<file path="src/rtl/ccm_block_pack.sv">
`default_nettype none
// ============================================================================
// Module   : ccm_block_pack
// Brief    : Packs the 8-bit CCM byte stream into zero-padded 128-bit blocks,
//            first byte in the MSB, queued in a 2-entry valid/ready buffer.
// Revision : 1.0 - initial release
// ============================================================================
module ccm_block_pack #(
  parameter int WIDTH       = 8,
  parameter int WIDTH_BLOCK = 128
) (
  input  logic                   clk,
  input  logic                   reset,
  input  logic [WIDTH-1:0]       input_data,
  input  logic                   input_en,
  input  logic                   input_last,
  output logic [WIDTH_BLOCK-1:0] block_data,
  output logic [4:0]             block_bytes,
  output logic                   block_last,
  output logic                   block_valid,
  input  logic                   block_ready,
  output logic                   overflow
);

  localparam int         c_BYTES = WIDTH_BLOCK / WIDTH;
  localparam logic [3:0] c_LAST_SLOT = 4'(c_BYTES - 1);
  localparam logic [4:0] c_FULL_BYTES = 5'(c_BYTES);

  logic [WIDTH_BLOCK-1:0] r_asm;
  logic [3:0]             r_cnt;
  logic [WIDTH_BLOCK-1:0] r_mem_data  [2];
  logic [4:0]             r_mem_bytes [2];
  logic                   r_mem_last  [2];
  logic                   r_wptr;
  logic                   r_rptr;
  logic [1:0]             r_occ;
  logic                   r_overflow;
  // r_prev_in_buf: the most recent commit actually landed in the buffer.
  logic                   r_prev_in_buf;
  logic                   r_prev_last;

  logic [3:0]             w_slot;
  logic [WIDTH_BLOCK-1:0] w_lane;
  logic [WIDTH_BLOCK-1:0] w_asm;
  logic [4:0]             w_held;
  logic                   w_full_commit;
  logic                   w_part_commit;
  logic                   w_empty_last;
  logic                   w_pop;
  logic                   w_youngest_live;
  logic                   w_mark;
  logic                   w_term;
  logic                   w_push;
  logic [WIDTH_BLOCK-1:0] w_push_data;
  logic [4:0]             w_push_bytes;
  logic                   w_push_last;
  logic                   w_room;
  logic                   w_push_ok;
  logic                   w_drop;

  // Byte lane placement assumes WIDTH == 8 (slot index times 8).
  assign w_slot = c_LAST_SLOT - r_cnt;
  assign w_lane = WIDTH_BLOCK'(input_data) << {w_slot, 3'b000};
  assign w_asm  = input_en ? (r_asm | w_lane) : r_asm;
  assign w_held = {1'b0, r_cnt} + {4'b0000, input_en};

  assign w_full_commit = input_en && (r_cnt == c_LAST_SLOT);
  assign w_part_commit = input_last && !w_full_commit && (w_held != 5'd0);
  assign w_empty_last  = input_last && (r_cnt == 4'd0) && !input_en;

  assign w_pop = (r_occ != 2'd0) && block_ready;

  // The youngest entry can still be re-tagged only if it holds the latest
  // commit and survives this cycle's pop.
  assign w_youngest_live = r_prev_in_buf && (r_occ != 2'd0) && !(w_pop && (r_occ == 2'd1));
  assign w_mark = w_empty_last && !r_prev_last && w_youngest_live;
  assign w_term = w_empty_last && !r_prev_last && !w_youngest_live;

  assign w_push       = w_full_commit || w_part_commit || w_term;
  assign w_push_data  = w_term ? '0 : w_asm;
  assign w_push_bytes = w_full_commit ? c_FULL_BYTES : (w_part_commit ? w_held : 5'd0);
  assign w_push_last  = w_full_commit ? input_last : 1'b1;

  assign w_room    = (r_occ != 2'd2) || w_pop;
  assign w_push_ok = w_push && w_room;
  assign w_drop    = w_push && !w_room;

  always_ff @(posedge clk) begin
    if (reset) begin
      r_asm         <= '0;
      r_cnt         <= '0;
      r_wptr        <= 1'b0;
      r_rptr        <= 1'b0;
      r_occ         <= '0;
      r_overflow    <= 1'b0;
      r_prev_in_buf <= 1'b0;
      r_prev_last   <= 1'b0;
      for (int i = 0; i < 2; i++) begin
        r_mem_data[i]  <= '0;
        r_mem_bytes[i] <= '0;
        r_mem_last[i]  <= 1'b0;
      end
    end else begin
      if (w_full_commit || w_part_commit) begin
        r_asm <= '0;
        r_cnt <= '0;
      end else if (input_en) begin
        r_asm <= w_asm;
        r_cnt <= r_cnt + 4'd1;
      end

      if (w_push_ok) begin
        r_mem_data[r_wptr]  <= w_push_data;
        r_mem_bytes[r_wptr] <= w_push_bytes;
        r_mem_last[r_wptr]  <= w_push_last;
        r_wptr              <= ~r_wptr;
      end

      if (w_mark) begin
        r_mem_last[~r_wptr] <= 1'b1;
      end

      if (w_push) begin
        r_prev_in_buf <= w_push_ok;
        r_prev_last   <= w_push_last;
      end else if (w_mark) begin
        r_prev_last <= 1'b1;
      end

      if (w_pop) begin
        r_rptr <= ~r_rptr;
      end

      r_occ <= r_occ + {1'b0, w_push_ok} - {1'b0, w_pop};

      if (w_drop) begin
        r_overflow <= 1'b1;
      end
    end
  end

  assign block_data  = r_mem_data[r_rptr];
  assign block_bytes = r_mem_bytes[r_rptr];
  assign block_last  = r_mem_last[r_rptr];
  assign block_valid = (r_occ != 2'd0);
  assign overflow    = r_overflow;

endmodule
`default_nettype wire

</file>
<file path="config.mk">
export PLATFORM = sky130hd
export DESIGN_NAME = ccm_block_pack
export DESIGN_NICKNAME = d
export VERILOG_FILES = /design/src/rtl/ccm_block_pack.sv
export SDC_FILE = /design/constraint.sdc
export NUM_CORES = 1
export LEC_CHECK = 0
export ABC_AREA = 1
export BUFFER_PORTS_ARGS = -buffer_cell sky130_fd_sc_hd__buf_2
export CORE_AREA = 2 2 243 293
export CTS_CLUSTER_DIAMETER = 80
export DETAILED_ROUTE_END_ITERATION = 7
export DIE_AREA = 0 0 245 295
export HOLD_SLACK_MARGIN = 0.06
export PLACE_DENSITY = 0.39
export SYNTH_ARGS = -nofsm -noshare
export SYNTH_HDL_FRONTEND = slang
export SYNTH_SLANG_ARGS = --single-unit
</file>
<file path="constraint.sdc">
create_clock -name clk -period 6.5 [get_ports clk]
set_input_delay 0.325 -clock clk [delete_from_list [all_inputs] [get_ports clk]]
set_output_delay 0.325 -clock clk [all_outputs]
set_load 0.005 [all_outputs]
</file>
==> After elaboration in Yosys (flattened, before gate mapping) <==
Memory sizes are Yosys's and may differ from the RTL's. A register that Yosys moved wholly into a read port is not among the register bits.
Index checks and enable logic that the tools add are counted.
{ "word_totals": {"regBits": 139, "mem_bits_rw": 268, "inputBits": 13, "out_inout_bits": 136, "memories": 3} }
{ "memory_table": {"columns": ["name", "depth", "word_bits", "read_ports", "rd_ports_with_merged_regs", "write_ports", "line", "rtl"], "rows": [
  ["r_mem_data", 2, 128, 1, 1, 2, "31", "logic [WIDTH_BLOCK-1:0] r_mem_data [2];"],
  ["r_mem_bytes", 2, 5, 1, 1, 2, "32", "logic [4:0] r_mem_bytes [2];"],
  ["r_mem_last", 2, 1, 1, 1, 2, "33", "logic r_mem_last [2];"]
]} }
{ "op_classes": {"n_addsub": 5, "n_eq_ne": 3, "n_shift": 1, "mux": 33, "bitwise": 3, "n_reduce_logical": 32} }
{ "ops": {"columns": ["cell", "n"], "rows": [
  ["128-bit two-way mux", 3],
  ["128-bit bitwise OR", 1],
  ["128-bit OR reduction", 1],
  ["8-bit by 7-bit << shifter with 128-bit output", 1],
  ["1-bit two-way mux", 27],
  ["5-bit two-way mux", 3],
  ["1-bit logical AND", 14],
  ["1-bit logical NOT", 6],
  ["4-bit by 1-bit adder with 5-bit output", 1],
  ["5-bit nonzero test", 1],
  ["5-bit OR reduction", 1],
  ["4-bit by 1-bit adder with 4-bit output, second input constant", 1],
  ["4-bit equality test, second input constant", 1],
  ["4-bit logical NOT", 1],
  ["2-bit nonzero test", 2],
  ["4-bit subtractor, first input constant", 1],
  ["1-bit logical OR", 3],
  ["2-bit by 1-bit adder with 2-bit output", 1],
  ["2-bit by 1-bit equality test with 1-bit output, second input constant", 1],
  ["2-bit != test, second input constant", 1],
  ["1-bit inverter", 2],
  ["1-bit OR reduction", 2],
  ["2-bit OR reduction", 1],
  ["2-bit by 1-bit subtractor with 2-bit output", 1]
]} }

==> Depth between registers and ports, before layout <==
Gate-level depths: netlist of run 1.
{ "depth": {"ltp_word": 15, "mapped_depth": 17, "ltp_nobuf": 16} }

==> Worst setup path before layout of run 1 <==
OpenSTA, ideal clock, no wires.
{ "synth_path": {"path_kind": "reg2reg", "start": "register r_cnt[0]", "end": "memory r_mem_bytes[0][0] (enable)", "setup_ps": 1153, "arrival_ps": 4074, "required_ps": 5347, "setup_slack_ps": 1272, "path_stages_with_launch": 16, "path_buffers": 3, "cell_sequence": "dfxtp_1 clkinv_1 clkbuf_1 ha_1 nand2_1 inv_1 nand2_1 nor2_4 nand2_2 nand4_2 nand3_2 inv_2 nand2_4 buf_6 buf_6 nand2_1"} }
{ "synth_lines": {"columns": ["element", "line", "rtl"], "rows": [
  ["start, declared", "30", "logic [3:0] r_cnt;"],
  ["start signal, assigned", "109", "r_cnt <= r_cnt + 4'd1;"],
  ["end, declared", "32", null]
]} }

==> results of run 1 <==
## cells in the final DEF, fill, tap and decap left out, drive strengths merged
cell / netlist / final
clkinvlp: 0 / 1
ha: 5 / 5
dlygate4sd3: 0 / 1
edfxtp: 268 / 268
nand2: 213 / 213
buf: 48 / 161
nor3b: 2 / 2
xnor2: 1 / 1
nor2: 455 / 455
o21ai: 52 / 52
nand3: 17 / 17
inv: 235 / 236
xor2: 3 / 3
clkbuf: 45 / 70
nor3: 2 / 2
clkinv: 2 / 7
nand4: 4 / 4
or2: 1 / 1
dfxtp: 140 / 140
mux2: 134 / 134
a21oi: 84 / 84
## stage by stage
step | hold slack (ps) | total power, uW | area (um2) | cells
global route | 178 | 6730 | 20100 | 2775
detailed placement | 446 | 4200 | 18800 | 2697
floorplan | 396 | 3710 | 17300 | 1711
finish | 165 | 6440 | 20100 | 2775
CTS | 132 | 6580 | 20100 | 2775
global placement | 428 | 4200 | 18800 | 2697
## timing repair
| item | in CTS | in global routing |
|---|---|---|
| hold buffers | 1 | 0 |
| gates resized for setup | 0 | 0 |
| endpoints found under the hold margin | 3 | 0 |
## worst max-delay path, cell delays in order (launching register included)
cell,delay [ps]
sky130_fd_sc_hd__dfxtp_1,570
sky130_fd_sc_hd__clkinv_1,490
sky130_fd_sc_hd__ha_1,390
sky130_fd_sc_hd__nand2_1,70
sky130_fd_sc_hd__inv_1,40
sky130_fd_sc_hd__nand2_1,90
sky130_fd_sc_hd__nor2_4,60
sky130_fd_sc_hd__nand2_4,450
sky130_fd_sc_hd__nand4_2,250
sky130_fd_sc_hd__nand3_2,150
sky130_fd_sc_hd__inv_2,80
sky130_fd_sc_hd__nand2_4,670
sky130_fd_sc_hd__buf_4,880
sky130_fd_sc_hd__nor2_1,120
## flip-flops by register name, indices dropped and copies added (netlist names), named ones only
| register | flops |
|---|---|
| r_mem_last | 2 |
| r_prev_in_buf | 1 |
| r_asm | 128 |
| r_mem_bytes | 10 |
| r_mem_data | 256 |
| r_prev_last | 1 |
| r_cnt | 4 |
| r_wptr | 1 |
| r_occ | 2 |
| overflow | 1 |
| r_rptr | 1 |
## routing by layer
layer / share of wire / vias up / global-route usage / routed length (um)
met1: 0.45 / 5728 / 0.173 / 22000
met5: 0.00051 / - / 0 / 25
met4: 0.017 / 4 / 0.0329 / 850
li1: - / 5672 / - / -
met2: 0.49 / 211 / 0.231 / 24000
met3: 0.039 / 62 / 0.0211 / 1890
## kinds of logic (layout without fill, tap and decap cells)
group           after synthesis  count (layout)
simple gates                694             694
xor+xnor                      4               4
compound gates              136             136
buf+inv                     330             476
flops                       408             408
mux                         134             134
fa+ha+maj                     5               5
## power breakdown
part	internal, uW	switching, uW	leakage (uW)
sequential	2940	99.7	0.00393
combinational	415	633	0.00335
clock	1350	1000	0.000647
## cell type report
class	count	area, um2
fillers	7247	49200
flip-flops and latches	408	10900
multi-input cells	973	5050
clock buffers	70	1290
well taps	918	1150
inverters	237	890
repair buffers	162	873
clock inverters	7	38.8
## synth_stat cells (all sizes together)
cell type  instances
a21oi             84
buf               48
clkbuf            45
clkinv             2
dfxtp            140
edfxtp           268
ha                 5
inv              235
mux2             134
nand2            213
nand3             17
nand4              4
nor2             455
nor3               2
nor3b              2
o21ai             52
or2                1
xnor2              1
xor2               3
## worst min path at each step
stage | slack, ps | cells after the start | endpoint
CTS | 130 | 3 | r_cnt[0]
global route | 180 | 3 | r_cnt[0]
finish | 160 | 3 | r_cnt[0]
floorplan | 400 | 1 | r_occ[0]
global placement | 430 | 1 | flip-flop
detailed placement | 450 | 1 | flip-flop
==> results.rst, run 1 <==
.. list-table::
   :header-rows: 1

   * - Metric
     - Value
   * - Outcome
     - finished clean
   * - CP max FO
     - 71
   * - Fin crit share
     - 0.711
   * - Adder-cell area share of the yosys netlist
     - 0.00362
   * - Setup repair after global routing missed its margin
     - no
   * - Clock network latency to the later pin of the worst-skew pair
     - 550 ps
   * - Share of the synthesized area in compound gates (AO/OA/AOI/OAI)
     - 0.0394
   * - Initial antenna violation count
     - 3
   * - Fraction of synthesized cell area taken by the top area cell type
     - 0.466
   * - Count of final setup violators
     - 0
   * - Gp weighted congestion
     - 0.858
   * - Post-synth design cell area
     - 17300 um2
   * - Diodes inserted
     - 0
   * - Max transition margin
     - 0.242
   * - Number of top-level pins
     - 149
   * - Element type at the critical path start
     - flip-flop
   * - Startpoint of the lowest-slack hold path
     - input_en
   * - Flop2flop setup slack
     - 1880 ps
   * - Fraction of layout cells with a size suffix above 1
     - 0.209
   * - Flip-flop and latch count after synthesis
     - 408
   * - Std-Cell Rows
     - 106
   * - Min-Delay Path Class
     - input port to flip-flop
   * - Area share of xor/xnor cells in the synthesized design
     - 0.00203
   * - Largest net degree at the start of global routing
     - 87
   * - Final core utilization
     - 0.290
   * - Synthesized instance count
     - 1711
   * - Count of nets left with antenna violations after detail routing
     - 0
   * - Leftover overflow at the end of global routing
     - 0
   * - Max Clk Rate
     - 216 MHz
   * - Worst setup path startpoint
     - r_cnt[0]
   * - Average cell area after synthesis
     - 10.1 um2
   * - Core outline area
     - 69400 um2
   * - WS Path Type
     - flip-flop to flip-flop
   * - PD cells
     - 320 nW/um2
   * - Maximum resistive drop on vdd
     - 146 uV
   * - Multiplexer area fraction after synthesis
     - 0.0874
   * - Max-cap viol count
     - 0
   * - Post-route setup slack
     - 1880 ps
   * - CTS HTree Levels
     - 2
   * - Post-synth cell types
     - 30
   * - Horizontal die dimension
     - 245 um
   * - Final net count
     - 1842
   * - Total wirelength of the detailed-routed design
     - 48800 um
   * - Final worst clock skew
     - 13.3 ps
   * - Total CTS buffers
     - 42
   * - DR iter-0 viols
     - 641
   * - Dominant combinational cell family by area after synthesis
     - simple AND/OR/NAND/NOR gates
   * - TritonCTS clock tree
     - built
   * - Buffer levels on the longest clock path
     - 3
   * - Synthesized-area fraction occupied by and/or/nand/nor cells
     - 0.159
   * - First-pass GRT wire length
     - 73300 um
   * - Share of synthesized area occupied by flip-flops and latches
     - 0.628
   * - PortBufs
     - 148
   * - Final slew viol count
     - 0
   * - Clock net sink count
     - 408
   * - Final number of hold-violating endpoints
     - 0
   * - Post-CTS setup buffers
     - 0
   * - Worst Max-Slew Pin Slew
     - 1140 ps
   * - Worst setup EP type
     - flip-flop
   * - Clk Tree Root Cell
     - sky130_fd_sc_hd__clkbuf_16
   * - Vertical die dimension
     - 295 um
   * - Tmin final
     - 4620 ps
   * - Worst-case setup slack after placement
     - 1750 ps
   * - Worst Path Required
     - 6760 ps
   * - Die Area
     - 72300 um2
   * - Drt first pass iters
     - 7
   * - Final-layout setup total negative slack
     - 0 ps
   * - Library cell with the largest summed area after synthesis
     - sky130_fd_sc_hd__edfxtp_1
   * - Global routing usage summed across all routing layers
     - 0.133
   * - Worst R2R Start
     - r_cnt[0]
   * - Initial core utilization
     - 0.249
   * - Detail-routed via count per cell
     - 4.21
   * - Register-to-Register Path Depth
     - 13
   * - WP data arrival
     - 4880 ps
   * - Via count of the first global-routing pass
     - 11524
   * - Count of unresolved DRC violations after routing
     - 0
   * - Synthesized netlist net count
     - 1729
   * - Synthesis Warnings
     - 0
   * - Layout-stage area growth over the synthesis result
     - 16.7%
   * - Capture point of the worst reg-to-reg path
     - r_mem_data[1][3]
   * - Routed wire per std cell
     - 17.6 um
   * - Overall via count from detail_route
     - 11677
   * - CTS clock-pin slew for the worst setup and hold paths
     - 60 ps
   * - Top post-synthesis cells by area
     - sky130_fd_sc_hd__edfxtp_1, sky130_fd_sc_hd__dfxtp_1, sky130_fd_sc_hd__nor2_1
   * - Endpoint of the worst setup timing path
     - r_mem_data[1][3]
   * - DP Wirelength
     - 31100 um
   * - Leak pwr
     - 0.00792 uW
(Power assumes the default switching activity.)
==> run 2: changes to the inputs <==
- PLACE_DENSITY: 0.39 -> 0.4
- clock period: 6.5 -> 3.84 ns (I/O delays scaled with it)
==> run 2 against run 1 <==
Die area unchanged. Maximum frequency up 35%. Clock-buffer cell count down 5. Global-route usage about the same. Setup slack worse by 1500 ps. Critical endpoint is now r_mem_bytes[0][2]. Highest routed layer unchanged.
==> results.rst, run 2 (synthesis results as in run 1) <==
.. list-table::
   :header-rows: 1

   * - Metric
     - Value
   * - Max-cap viol count
     - 0 (unchanged)
   * - Number of top-level pins
     - 149 (unchanged)
   * - Gp weighted congestion
     - 0.849 (-1.1%)
   * - DP Wirelength
     - 30900 um (-0.74%)
   * - Register-to-Register Path Depth
     - 10 (-3)
   * - Cell family with the largest share of critical-path delay
     - simple AND/OR/NAND/NOR gates
   * - Element type at the critical path start
     - flip-flop
   * - Count of unresolved DRC violations after routing
     - 0 (unchanged)
   * - Initial core utilization
     - 0.249 (unchanged)
   * - Max transition margin
     - 0.273 (+0.0315)
   * - First-pass GRT wire length
     - 73300 um (about the same)
   * - Overall via count from detail_route
     - 11723 (+0.39%)
   * - Post-CTS setup buffers
     - 0 (unchanged)
   * - Capture point of the worst reg-to-reg path
     - r_mem_bytes[0][2]
   * - Clock network latency to the later pin of the worst-skew pair
     - 570 ps (+20 ps)
   * - Horizontal die dimension
     - 245 um (unchanged)
   * - Max Clk Rate
     - 293 MHz (+35%)
   * - Endpoint of the worst setup timing path
     - r_mem_bytes[0][2]
   * - Standard cell with the maximum stage delay on the critical path
     - sky130_fd_sc_hd__dfxtp_1
   * - Fin crit share
     - 0.889 (+0.178)
   * - Series of cell instances along the critical path
     - nand2_2, o21ai_1, nand2_1, nand2_1, nand4_2, nand3_2, inv_2, nand2_4, buf_12, nor2_1
   * - Global routing usage summed across all routing layers
     - 0.134 (+0.000419)
   * - Filler Cell Count
     - 7219 (-0.39%)
   * - Final number of hold-violating endpoints
     - 0 (unchanged)
   * - Worst Max-Slew Pin Slew
     - 1090 ps (-47.3 ps)
   * - TritonCTS clock tree
     - built
   * - Layout-stage area growth over the synthesis result
     - 18.0%
   * - Buffer levels on the longest clock path
     - 3 (unchanged)
   * - Worst setup path startpoint
     - r_cnt[2]
   * - Flip-flop count of the largest register after layout
     - 256 (unchanged)
   * - Library cell appearing most often on the critical path
     - sky130_fd_sc_hd__nand2_1
   * - Maximum resistive drop on vdd
     - 228 uV (+57%)
   * - Tmin final
     - 3410 ps (-1210 ps)
   * - Power consumption
     - 11000 uW (+71%)
   * - Total wirelength of the detailed-routed design
     - 48900 um (+0.27%)
   * - Setup repair after global routing missed its margin
     - no
   * - Final slew viol count
     - 0 (unchanged)
   * - Crit path depth
     - 10 (-3)
   * - Core outline area
     - 69400 um2 (unchanged)
   * - Outcome
     - finished clean
   * - Hold Crit Depth
     - 3 (unchanged)
   * - PortBufs
     - 148 (unchanged)
   * - Worst setup EP type
     - flip-flop
   * - Register ranked first by flip-flop count
     - r_mem_data
   * - Most common library cell in the layout ignoring fill and taps
     - sky130_fd_sc_hd__nor2_1
   * - Leftover overflow at the end of global routing
     - 0 (unchanged)
   * - Final worst clock skew
     - 24.9 ps (+11.5 ps)
   * - Clk Tree Root Cell
     - sky130_fd_sc_hd__clkbuf_16
   * - Leak pwr
     - 0.00803 uW (+1.3%)
   * - Vertical die dimension
     - 295 um (unchanged)
   * - WP data arrival
     - 3670 ps (-1210 ps)
   * - Number of buffers and inverters on the critical path
     - 2 (-2)
   * - Maximum single-stage delay on the critical path
     - 840 ps (-40 ps)
   * - PD cells
     - 542 nW/um2 (+69%)
   * - Count of final setup violators
     - 0 (unchanged)
   * - CTS clock-pin slew for the worst setup and hold paths
     - 60 ps (about the same)
   * - Die Area
     - 72300 um2 (unchanged)
   * - Routed wire per std cell
     - 17.6 um (-0.20%)
   * - Clock net sink count
     - 408 (unchanged)
   * - Count of nets left with antenna violations after detail routing
     - 0 (unchanged)
   * - Registers with the most flip-flops
     - r_mem_data: 256 flops, r_asm: 128 flops, r_mem_bytes: 10 flops
   * - Largest net degree at the start of global routing
     - 135 (+55%)
   * - Total CTS buffers
     - 43 (+2.4%)
   * - DR iter-0 viols
     - 627 (-2.2%)
   * - Worst R2R Start
     - r_cnt[2]
   * - CP max FO
     - 134 (+89%)
   * - Worst Path Required
     - 4100 ps (-2660 ps)
   * - Detail-routed via count per cell
     - 4.20 (about the same)
   * - Std-Cell Rows
     - 106 (unchanged)
   * - Min-Delay Path Class
     - input port to flip-flop
   * - Drt first pass iters
     - 5 (-2)
   * - Initial antenna violation count
     - 4 (+1)
   * - Most used cells in the layout excluding fill and tap cells
     - sky130_fd_sc_hd__nor2_1, sky130_fd_sc_hd__edfxtp_1, sky130_fd_sc_hd__inv_1
   * - Fraction of layout cells with a size suffix above 1
     - 0.213 (+0.00347)
   * - CTS HTree Levels
     - 2 (unchanged)
   * - Via count of the first global-routing pass
     - 11573 (+0.43%)
   * - WS Path Type
     - flip-flop to flip-flop
   * - Final-layout setup total negative slack
     - 0 ps (unchanged)
   * - Final net count
     - 1853 (+0.60%)
   * - Flop2flop setup slack
     - 430 ps (-1450 ps)
run 2: cell types whose count changed in the layout (fill, tap and decap cells not counted), sizes merged:
cell	change
buf	+8
clkinv	+7
clkbuf	-5
bufinv	+1
diode	+1
dlygate4sd3	+2
inv	-1
run 2: timing repair:
item / CTS / global route
endpoints found under the hold margin: 8 / 0
endpoints found under the setup margin: 0 / 0
hold buffers: 3 / 0
resized for setup: 0 / 0
run 2: through the flow:
step	cell area, um2	worst slack [ps]	std cells	hold slack (ps)	util
6_report	20400	428	2788	114	0.294
5_1_grt	20400	264	2788	129	0.294
4_1_cts	20400	587	2787	76.2	0.294
3_5_place_dp	19000	596	2705	428	0.274
3_3_place_gp	19000	623	2705	429	0.274
2_1_floorplan	17300	645	1711	263	-
run 2: worst register-to-register path: cells and delay by family, from the launching register on:
| kind | cells | cell delay (ps) |
|---|---|---|
| simple gates | 7 | 1580 |
| buf+inv | 2 | 460 |
| flops | 1 | 840 |
| compound gates | 1 | 230 |
run 2: worst min-delay path by stage:
stage                    start            end  slack [ps]
detailed placement      r_rptr      flip-flop         430
floorplan                reset       r_occ[0]         260
finish              input_last    r_prev_last         110
global route        input_last  r_mem_last[0]         130
global placement        r_rptr      flip-flop         430
CTS                 input_last    r_prev_last          80
run 2: layout make-up:
class                   count  area (um2)  area share
flip-flops and latches    408       10900       0.533
multi-input cells         973        5060       0.249
clock buffers              65        1250      0.0615
well taps                 918        1150      0.0564
repair buffers            172        1050      0.0517
inverters                 237         890      0.0437
clock inverters            14        97.6     0.00479
diodes                      1        2.50    0.000123
run 2: per-layer routing:
metal / GRT usage / wire length [um] / share of wire
met5: 0 / 23 / 0.00047
met4: 0.0354 / 930 / 0.019
met3: 0.0237 / 1980 / 0.041
met2: 0.229 / 23800 / 0.49
met1: 0.173 / 22200 / 0.45
run 2: power by group:
group,total [uW],internal [uW],switching (uW)
clock,4060,2320,1740
combinational,1920,744,1180
sequential,5050,4970,75.7
total,11000,8040,2990
==> run 3: changes to the inputs <==
--- a/config.mk
+++ b/config.mk
@@ -14,3 +14,4 @@
 export HOLD_SLACK_MARGIN = 0.06
-export PLACE_DENSITY = 0.4
+export PLACE_DENSITY = 0.39
+export SKIP_LAST_GASP = 1
 export SYNTH_ARGS = -nofsm -noshare
==> constraint.sdc (replaced) <==
create_clock -name clk -period 4.3 [get_ports clk]
set_input_delay 0.215 -clock clk [delete_from_list [all_inputs] [get_ports clk]]
set_output_delay 0.215 -clock clk [all_outputs]
set_load 0.1 [all_outputs]
==> run 3 against run 2 <==
Register-to-register slack improved by 460 ps. Global-route usage rose by 0.30 points. Cell count did not move.
==> results.rst, run 3 (synthesis results as in run 1) <==
.. list-table::
   :header-rows: 1

   * - Metric
     - Value
   * - Outcome
     - finished clean
   * - Overall via count from detail_route
     - 11585 (-1.2%)
   * - Die Area
     - 72300 um2 (unchanged)
   * - Final number of hold-violating endpoints
     - 0 (unchanged)
   * - Min-Delay Path Class
     - input port to flip-flop
   * - Count of unresolved DRC violations after routing
     - 0 (unchanged)
   * - Buffer levels on the longest clock path
     - 3 (unchanged)
   * - Layout-stage area growth over the synthesis result
     - 17.3%
   * - Element type at the critical path start
     - flip-flop
   * - Number of placed instances with taps included
     - 2704 (-0.037%)
   * - Post-CTS setup buffers
     - 0 (unchanged)
   * - Max Clk Rate
     - 293 MHz (about the same)
   * - Endpoint of the worst setup timing path
     - r_mem_data[1][127]
   * - WS Path Type
     - flip-flop to flip-flop
   * - Diodes inserted
     - 0 (-1)
   * - Initial core utilization
     - 0.249 (unchanged)
   * - Max-cap viol count
     - 0 (unchanged)
   * - Initial antenna violation count
     - 1 (-3)
   * - PD cells
     - 590 nW/um2 (+8.8%)
   * - Final core utilization
     - 0.292 (-0.00152)
   * - Final slew viol count
     - 0 (unchanged)
   * - CTS clock-pin slew for the worst setup and hold paths
     - 60 ps (about the same)
   * - Final-layout setup total negative slack
     - 0 ps (unchanged)
   * - Number of standard cells in the layout, taps in and fillers out
     - 2788 (unchanged)
   * - Clock network latency to the later pin of the worst-skew pair
     - 570 ps (about the same)
   * - Total wirelength of the detailed-routed design
     - 49400 um (+1.0%)
   * - Max transition margin
     - 0.234 (-0.0396)
   * - Tmin final
     - 3410 ps (+1.30 ps)
   * - CP max FO
     - 133 (-0.75%)
   * - Worst R2R Start
     - r_cnt[0]
   * - Total CTS buffers
     - 44 (+2.3%)
   * - Clock net sink count
     - 408 (unchanged)
   * - Largest net degree at the start of global routing
     - 134 (-0.74%)
   * - Registers with the most flip-flops
     - r_mem_data: 256 flops, r_asm: 128 flops, r_mem_bytes: 10 flops
   * - Clk Tree Root Cell
     - sky130_fd_sc_hd__clkbuf_16
   * - Count of final setup violators
     - 0 (unchanged)
   * - Worst Path Required
     - 4590 ps (+490 ps)
   * - Filler Cell Count
     - 7306 (+1.2%)
   * - First-pass GRT wire length
     - 74800 um (+2.0%)
   * - Maximum resistive drop on vdd
     - 277 uV (+21%)
   * - Most common library cell in the layout ignoring fill and taps
     - sky130_fd_sc_hd__nor2_1
   * - Worst Max-Slew Pin Slew
     - 1150 ps (+57.7 ps)
   * - Detail-routed via count per cell
     - 4.16 (-1.2%)
   * - Fin crit share
     - 0.794 (-0.0948)
   * - DP Wirelength
     - 31400 um (+1.6%)
   * - Global routing usage summed across all routing layers
     - 0.137 (+0.00305)
   * - Most used cells in the layout excluding fill and tap cells
     - sky130_fd_sc_hd__nor2_1, sky130_fd_sc_hd__edfxtp_1, sky130_fd_sc_hd__inv_1
   * - TritonCTS clock tree
     - built
   * - Final net count
     - 1852 (-0.054%)
   * - Flip-flop count of the largest register after layout
     - 256 (unchanged)
   * - Leak pwr
     - 0.00798 uW (-0.61%)
   * - Std-Cell Rows
     - 106 (unchanged)
   * - Register ranked first by flip-flop count
     - r_mem_data
   * - Number of top-level pins
     - 149 (unchanged)
   * - Worst setup path startpoint
     - r_cnt[0]
   * - CTS HTree Levels
     - 2 (unchanged)
   * - Horizontal die dimension
     - 245 um (unchanged)
   * - Via count of the first global-routing pass
     - 11738 (+1.4%)
   * - Count of nets left with antenna violations after detail routing
     - 0 (unchanged)
   * - Fraction of layout cells with a size suffix above 1
     - 0.210 (-0.00279)
   * - Final worst clock skew
     - 17.8 ps (-7.12 ps)
   * - Flop2flop setup slack
     - 890 ps (+460 ps)
   * - Core outline area
     - 69400 um2 (unchanged)
   * - DR iter-0 viols
     - 636 (+1.4%)
   * - Vertical die dimension
     - 295 um (unchanged)
   * - Capture point of the worst reg-to-reg path
     - r_mem_data[1][127]
   * - Drt first pass iters
     - 5 (unchanged)
   * - Gp weighted congestion
     - 0.868 (+2.3%)
   * - Worst setup EP type
     - flip-flop
   * - Register-to-Register Path Depth
     - 13 (+3)
   * - Routed wire per std cell
     - 17.7 um (+1.0%)
   * - PortBufs
     - 148 (unchanged)
   * - Leftover overflow at the end of global routing
     - 0 (unchanged)
   * - Setup repair after global routing missed its margin
     - no
   * - WP data arrival
     - 3710 ps (+40 ps)
-- run 3: changes by cell type in the layout (fill, tap and decap cells not counted), sizes merged --
cell / previous run / this run
clkinv: 14 / 20
dlygate4sd3: 3 / 2
buf: 169 / 168
clkinvlp: 1 / 0
inv: 235 / 237
bufinv: 1 / 0
clkbuf: 65 / 62
diode: 1 / 0
-- run 3: worst min path at each step --
| stage | start | end | slack (ps) | depth (start not counted) |
|---|---|---|---|---|
| detailed placement | r_rptr | flip-flop | 430 | 1 |
| finish | block_ready | r_rptr | 120 | 4 |
| global placement | r_rptr | flip-flop | 430 | 1 |
| global route | block_ready | r_rptr | 130 | 4 |
| CTS | block_ready | flip-flop | 100 | 4 |
| floorplan | reset | r_occ[0] | 290 | 1 |
-- run 3: layer usage --
metal  wire (um)  part of all wire  track usage
met5          13           0.00026            0
met4         860             0.017       0.0335
met3        1810             0.037       0.0221
met2       24000              0.49        0.233
met1       22700              0.46        0.181
-- run 3: repair_timing --
action                                 4_1_cts  5_1_grt
gates resized for setup                      0        0
hold buffers                                 2        0
endpoints found under the hold margin        6        0
-- run 3: per-stage QoR --
step,total power (uW),hold WS [ps],setup WS (ps),area (um2)
6_report,11900,118,886,20300
3_3_place_gp,8590,425,1080,18900
4_1_cts,12200,97.5,974,20300
3_5_place_dp,8590,431,995,18900
5_1_grt,12400,130,632,20300
2_1_floorplan,7820,286,266,17300
-- run 3: worst max-delay path: stages (launching register included) --
cell and delay (ps):
sky130_fd_sc_hd__dfxtp_1 590, sky130_fd_sc_hd__clkinv_1 490, sky130_fd_sc_hd__ha_1 390, sky130_fd_sc_hd__nand2_1 70, sky130_fd_sc_hd__inv_1 40, sky130_fd_sc_hd__nand2_1 110, sky130_fd_sc_hd__nor2_4 60, sky130_fd_sc_hd__nand2_4 60
sky130_fd_sc_hd__nand4_2 170, sky130_fd_sc_hd__nand3_2 140, sky130_fd_sc_hd__inv_2 90, sky130_fd_sc_hd__nand2_4 110, sky130_fd_sc_hd__buf_12 470, sky130_fd_sc_hd__nor2_1 80
-- run 3: final cells by class --
type | instances | area, um2 | share of cell area
clock buffer | 62 | 1210 | 0.0597
clock inverter | 20 | 92.6 | 0.00457
inverter | 237 | 890 | 0.0439
multi-input combinational | 973 | 5060 | 0.250
sequential | 408 | 10900 | 0.536
tap | 918 | 1150 | 0.0567
timing repair buffer | 170 | 998 | 0.0493
-- run 3: where the power goes --
part | leakage, uW | total [uW] | switching [uW] | internal, uW
clock | 0.000638 | 3520 | 1560 | 1960
combinational | 0.00341 | 3860 | 3200 | 662
sequential | 0.00393 | 4560 | 120 | 4440
